**src/rtl/nmed_sweep_engine.sv**
```systemverilog
// nmed_sweep_engine: sweeps all operand pairs into external multipliers and accumulates error-distance statistics.
module nmed_sweep_engine #(
    parameter int W        = 8,
    parameter int PIPE_LAT = 0,
    parameter int SIGNED   = 1
) (
    input  logic           i_clk,
    input  logic           i_rst,
    input  logic           i_start,
    output logic           o_busy,
    output logic           o_done,
    output logic [W-1:0]   o_x,
    output logic [W-1:0]   o_y,
    input  logic [2*W-1:0] i_prod_approx,
    input  logic [2*W-1:0] i_prod_exact,
    output logic [4*W:0]   o_sum_ed,
    output logic [2*W:0]   o_max_ed,
    output logic [2*W:0]   o_max_exact,
    output logic [2*W:0]   o_err_count,
    output logic [2*W:0]   o_sample_count
);
    localparam int PW = 2 * W;
    localparam int SW = 4 * W + 1;
    localparam logic [1:0] S_IDLE  = 2'd0;
    localparam logic [1:0] S_SWEEP = 2'd1;
    localparam logic [1:0] S_DRAIN = 2'd2;
    localparam logic [1:0] S_DONE  = 2'd3;

    logic [1:0]    state_q, state_d;
    logic [PW-1:0] k_q, k_d;
    logic [SW-1:0] sum_q, sum_d;
    logic [PW:0]   max_ed_q, max_ed_d, max_ex_q, max_ex_d, err_q, err_d, smp_q, smp_d;
    logic [PW:0]   ext_a, ext_e, diff, ed, abs_e;
    logic          start_ok, sweeping, draining, valid;

    assign sweeping = state_q == S_SWEEP;
    assign draining = state_q == S_DRAIN;
    assign start_ok = i_start && (state_q == S_IDLE || state_q == S_DONE);

    // A tag entering with each swept pair marks when its products arrive.
    generate
        if (PIPE_LAT == 0) begin : g_comb
            assign valid = sweeping;
        end else begin : g_pipe
            logic [PIPE_LAT-1:0] tag_q;
            always_ff @(posedge i_clk) begin
                if (i_rst) tag_q <= '0;
                else       tag_q <= PIPE_LAT'({tag_q, sweeping});
            end
            assign valid = tag_q[PIPE_LAT-1];
        end
    endgenerate

    assign ext_a = SIGNED != 0 ? {i_prod_approx[PW-1], i_prod_approx} : {1'b0, i_prod_approx};
    assign ext_e = SIGNED != 0 ? {i_prod_exact[PW-1], i_prod_exact} : {1'b0, i_prod_exact};
    assign diff  = ext_a - ext_e;
    assign ed    = diff[PW] ? -diff : diff;
    assign abs_e = ext_e[PW] ? -ext_e : ext_e;

    always_comb begin
        state_d  = state_q;
        k_d      = (sweeping || draining) ? k_q + PW'(1) : k_q;
        sum_d    = sum_q;
        max_ed_d = max_ed_q;
        max_ex_d = max_ex_q;
        err_d    = err_q;
        smp_d    = smp_q;
        if (start_ok) begin
            state_d  = S_SWEEP;
            k_d      = '0;
            sum_d    = '0;
            max_ed_d = '0;
            max_ex_d = '0;
            err_d    = '0;
            smp_d    = '0;
        end else begin
            // k wraps to 0 on leaving SWEEP, so it doubles as the drain counter.
            if (sweeping && &k_q) state_d = PIPE_LAT > 0 ? S_DRAIN : S_DONE;
            else if (draining && k_q == PW'(PIPE_LAT - 1)) state_d = S_DONE;
            if (valid) begin
                sum_d    = sum_q + SW'(ed);
                max_ed_d = ed > max_ed_q ? ed : max_ed_q;
                max_ex_d = abs_e > max_ex_q ? abs_e : max_ex_q;
                err_d    = err_q + {{PW{1'b0}}, |ed};
                smp_d    = smp_q + (PW+1)'(1);
            end
        end
    end

    always_ff @(posedge i_clk) begin
        if (i_rst) begin
            state_q  <= S_IDLE;
            k_q      <= '0;
            sum_q    <= '0;
            max_ed_q <= '0;
            max_ex_q <= '0;
            err_q    <= '0;
            smp_q    <= '0;
        end else begin
            state_q  <= state_d;
            k_q      <= k_d;
            sum_q    <= sum_d;
            max_ed_q <= max_ed_d;
            max_ex_q <= max_ex_d;
            err_q    <= err_d;
            smp_q    <= smp_d;
        end
    end

    assign o_busy         = sweeping || draining;
    assign o_done         = state_q == S_DONE;
    assign o_x            = sweeping ? k_q[PW-1:W] : '0;
    assign o_y            = sweeping ? k_q[W-1:0] : '0;
    assign o_sum_ed       = sum_q;
    assign o_max_ed       = max_ed_q;
    assign o_max_exact    = max_ex_q;
    assign o_err_count    = err_q;
    assign o_sample_count = smp_q;
endmodule

```
**config.mk**
```make
export PLATFORM = sky130hd
export DESIGN_NAME = nmed_sweep_engine
export DESIGN_NICKNAME = d
export VERILOG_FILES = /design/src/rtl/nmed_sweep_engine.sv
export SDC_FILE = /design/constraint.sdc
export NUM_CORES = 1
export LEC_CHECK = 0
export ABC_AREA = 0
export BUFFER_PORTS_ARGS = -buffer_cell sky130_fd_sc_hd__buf_4
export CAP_MARGIN = 20
export CORE_ASPECT_RATIO = 0.8
export CORE_MARGIN = 2
export CORE_UTILIZATION = 44
export CTS_CLUSTER_SIZE = 8
export DETAILED_ROUTE_END_ITERATION = 16
export MAX_ROUTING_LAYER = met4
export PLACE_DENSITY = 0.66
export REMOVE_ABC_BUFFERS = 1
export SYNTH_ARGS = -nofsm -noshare
export SYNTH_HDL_FRONTEND = slang
export SYNTH_SLANG_ARGS = --single-unit
```
**constraint.sdc**
```tcl
create_clock -name i_clk -period 6.1 [get_ports i_clk]
set_clock_uncertainty 0.2 [all_clocks]
set_input_delay 0.305 -clock i_clk [delete_from_list [all_inputs] [get_ports i_clk]]
set_output_delay 0.305 -clock i_clk [all_outputs]
set_load 0.05 [all_outputs]
```
==> flow_metrics.tcl <==
set metrics [dict create \
    gr-usage-met1_pct 33.2 \
    fin_util_pct 56.9 \
    post_drt_via_cell_ratio 5.42 \
    rows 44 \
    fin_nets 1293 \
    synth_flop_cell "dfxtp_1" \
    power_frac_comb_pct 35.1 \
    clk_latency_ns 0.43 \
    ff2ff_path_depth 12 \
    synth-async-reset-ratio_pct 0 \
    end_kind "flip-flop" \
    dieWidth_microns 158 \
    synthDistinctLibCells 76 \
    avgRoutedWirePerCell_microns 15.3 \
    overflow 0 \
    drc_errors 0 \
    setup_viol 0 \
    synth.area.top_cells "dfxtp_1, ha_1, xnor2_1, nor2_1, xor2_1" \
    htreeDepth 4 \
    antenna_found_initial 0 \
    cts_root_buf "clkbuf_16" \
    grt_max_degree 68 \
    ir_drop_mv 0.177 \
    start_util_pct 45.4 \
    vias 7852 \
    syn_inst 1035 \
    switching_share_pct 36.4 \
    fin_crit_ns 5.47 \
    dp_slack_ns 0.289 \
    synth_top_area_share_pct 28.6 \
    grt_use_met2_pct 33.6 \
    layout-drive-gt1-share_pct 18.3 \
    clk_pin_slew_ns 0.06 \
    critPathKind "input port to flip-flop" \
    netlist_area_sq_um 8330 \
    synth_top_area_cell "dfxtp_1" \
    drt_iter0_markers 487 \
    setup_tns_ns 0 \
    numCtsBuffers 17 \
    num-fill-cells 1729 \
    p_leak_uw 0.00443 \
    worstHoldPathCells 4 \
    synth_edf_count 0 \
    worst_pin_slew_ns 0.729 \
    core_sq_um 18300 \
    hold_class "input port to flip-flop" \
    busiest_layer "met2" \
    p_sw_uw 1080 \
    fin_crit_sh_pct 89.7 \
    drv_cap 0 \
    synth_most_common_cell "dfxtp_1" \
    use_met3_pct 4.58 \
    total_power_uw 2980 \
    whs_ns 0.0639 \
    hold_viol 0 \
    chipHeight_microns 127 \
    syn_area_per_cell_sq_um 8.04 \
    relSlewSlack_pct 51.0 \
    power.internal_uw 1900 \
    dieArea_sq_um 20000 \
    max_freq_mhz 183 \
    cts.sinks 119 \
    cp.required_ns 6.27 \
    startpoint_type "input port" \
    grt_pass1_vias 7344 \
    dp_hpwl_mm 16.7 \
    seqPwrFrac_pct 28.2 \
    powerDensity_nw_per_um2 286 \
    io_pins 154 \
    cts_hold_buf 2 \
    track_usage_pct 23.3 \
    fin_ws_ns 0.630 \
    cts_resized 0 \
    antenna_cells 0 \
    worstPathArrival_ns 5.64 \
    drv_slew 0 \
    final_antenna_net_count 0 \
    routed_wl_mm 22.2 \
    portBuffers 153 \
    status "completed" \
    area_growth_pct 25.3 \
    drt_pre_antenna_iters 6 \
    ys_seq_elements 119 \
    cts_tree "built" \
    clk_path_buf_depth 2 \
    clock_power_share_pct 36.7 \
    gp_congestion 0.909 \
    synth_common_cells "dfxtp_1, nor2_1, ha_1, nand2_1, inv_1" \
    cts_setup_buffers 0 \
    yosys_warnings 0 \
    grt_pass1_wl_mm 36.8 \
    worstPathMaxFanout 12 \
    yosysSeqAreaShare_pct 28.6 \
    rsz0062_at_grt "false" \
]
[final timing paths]
| kind | endpoint | start | slack, ns |
|---|---|---|---|
| hold / removal | o_max_exact[10]$_SDFFE_PP0P_ | i_prod_exact[10] | 0.06 |
| setup reg to reg | o_sum_ed[31]$_SDFFE_PP0P_ | o_sum_ed[1]$_SDFFE_PP0P_ | 2.40 |
| setup / recovery | o_sum_ed[31]$_SDFFE_PP0P_ | i_prod_approx[0] | 0.63 |
| hold reg to reg | o_sum_ed[32]$_SDFFE_PP0P_ | o_sum_ed[32]$_SDFFE_PP0P_ | 0.28 |
[stage by stage]
step / cell area [sq um] / instances
finish: 10400 / 1449
global route: 10400 / 1449
CTS: 10400 / 1448
detailed placement: 9760 / 1414
global placement: 9760 / 1414
floorplan: 8160 / 996
[metal layers]
layer  part of all wire, %  wire, microns  up-vias
li1                      -              -     4000
met1                    52          11400     3646
met2                    43           9500      181
met3                   4.4            985       25
met4                   1.2            269        0
met5                     0              0        -
[layout by cell type, fill, tap and decap left out, drive strengths merged, types with 6 or more instances in the layout]
| cell type | count |
|---|---|
| dfxtp | 119 |
| and2 | 25 |
| nand4 | 24 |
| clkbuf | 19 |
| and3 | 21 |
| nor2 | 118 |
| inv | 67 |
| ha | 73 |
| or3 | 15 |
| xnor2 | 53 |
| buf | 166 |
| o31ai | 8 |
| nand2b | 19 |
| nor2b | 9 |
| o21ai | 50 |
| xor2 | 38 |
| nand2 | 74 |
| o21a | 6 |
| nor3 | 15 |
| a211oi | 35 |
| nand3 | 30 |
| a21oi | 58 |
| a21o | 24 |
| o211ai | 17 |
| or4 | 6 |
| mux2i | 14 |
| a31oi | 7 |
[cell type report]
| type | instances | area, sq um | share of cell area, % |
|---|---|---|---|
| sequential | 119 | 2380 | 22.8 |
| inverter | 64 | 240 | 2.30 |
| clock buffer | 19 | 433 | 4.15 |
| timing repair buffer | 168 | 1300 | 12.4 |
| tap | 253 | 317 | 3.03 |
| clock inverter | 13 | 193 | 1.85 |
| multi-input combinational | 813 | 5570 | 53.4 |
[state kept, by name (all words and copies together), names as in the netlist]
| register | count |
|---|---|
| k_q | 16 |
| o_err_count | 17 |
| o_sum_ed | 33 |
| state_q | 2 |
| o_sample_count | 17 |
| o_max_exact | 17 |
| o_max_ed | 17 |
[cells by family after synthesis]
group / share of synthesized area, %
and+or+nand+nor: 22.7
AOI/OAI and AO/OA: 20.6
adders and majority gates: 11.6
DFF: 28.6
buffers and inverters: 4.84
muxes: 1.68
xor gates and xnor gates: 9.93
other: 0.0450
[critical path: stages]
cell,delay (ns)
buf_4,0.07
inv_1,0.03
ha_1,0.24
fa_1,0.41
nor2b_1,0.27
o31a_1,0.32
o211ai_1,0.23
o21bai_1,0.38
nor2_1,0.12
xnor2_1,0.19
ha_1,0.39
nand4_1,0.11
nand4_1,0.15
a21o_1,0.13
a21oi_1,0.09
o21ai_0,0.42
o21ai_0,0.27
a311oi_1,0.51
o21ai_1,0.37
or4_1,0.56
nand2_1,0.08
[power by group through the flow]
| stage | clock [uW] | sequential, uW | combinational (uW) |
|---|---|---|---|
| floorplan | 0 | 969 | 630 |
| global placement | 0 | 857 | 1020 |
| detailed placement | 0 | 858 | 1030 |
| CTS | 1110 | 841 | 1040 |
| global route | 1160 | 846 | 1160 |
| finish | 1100 | 841 | 1050 |
(Power assumes the default switching activity.)
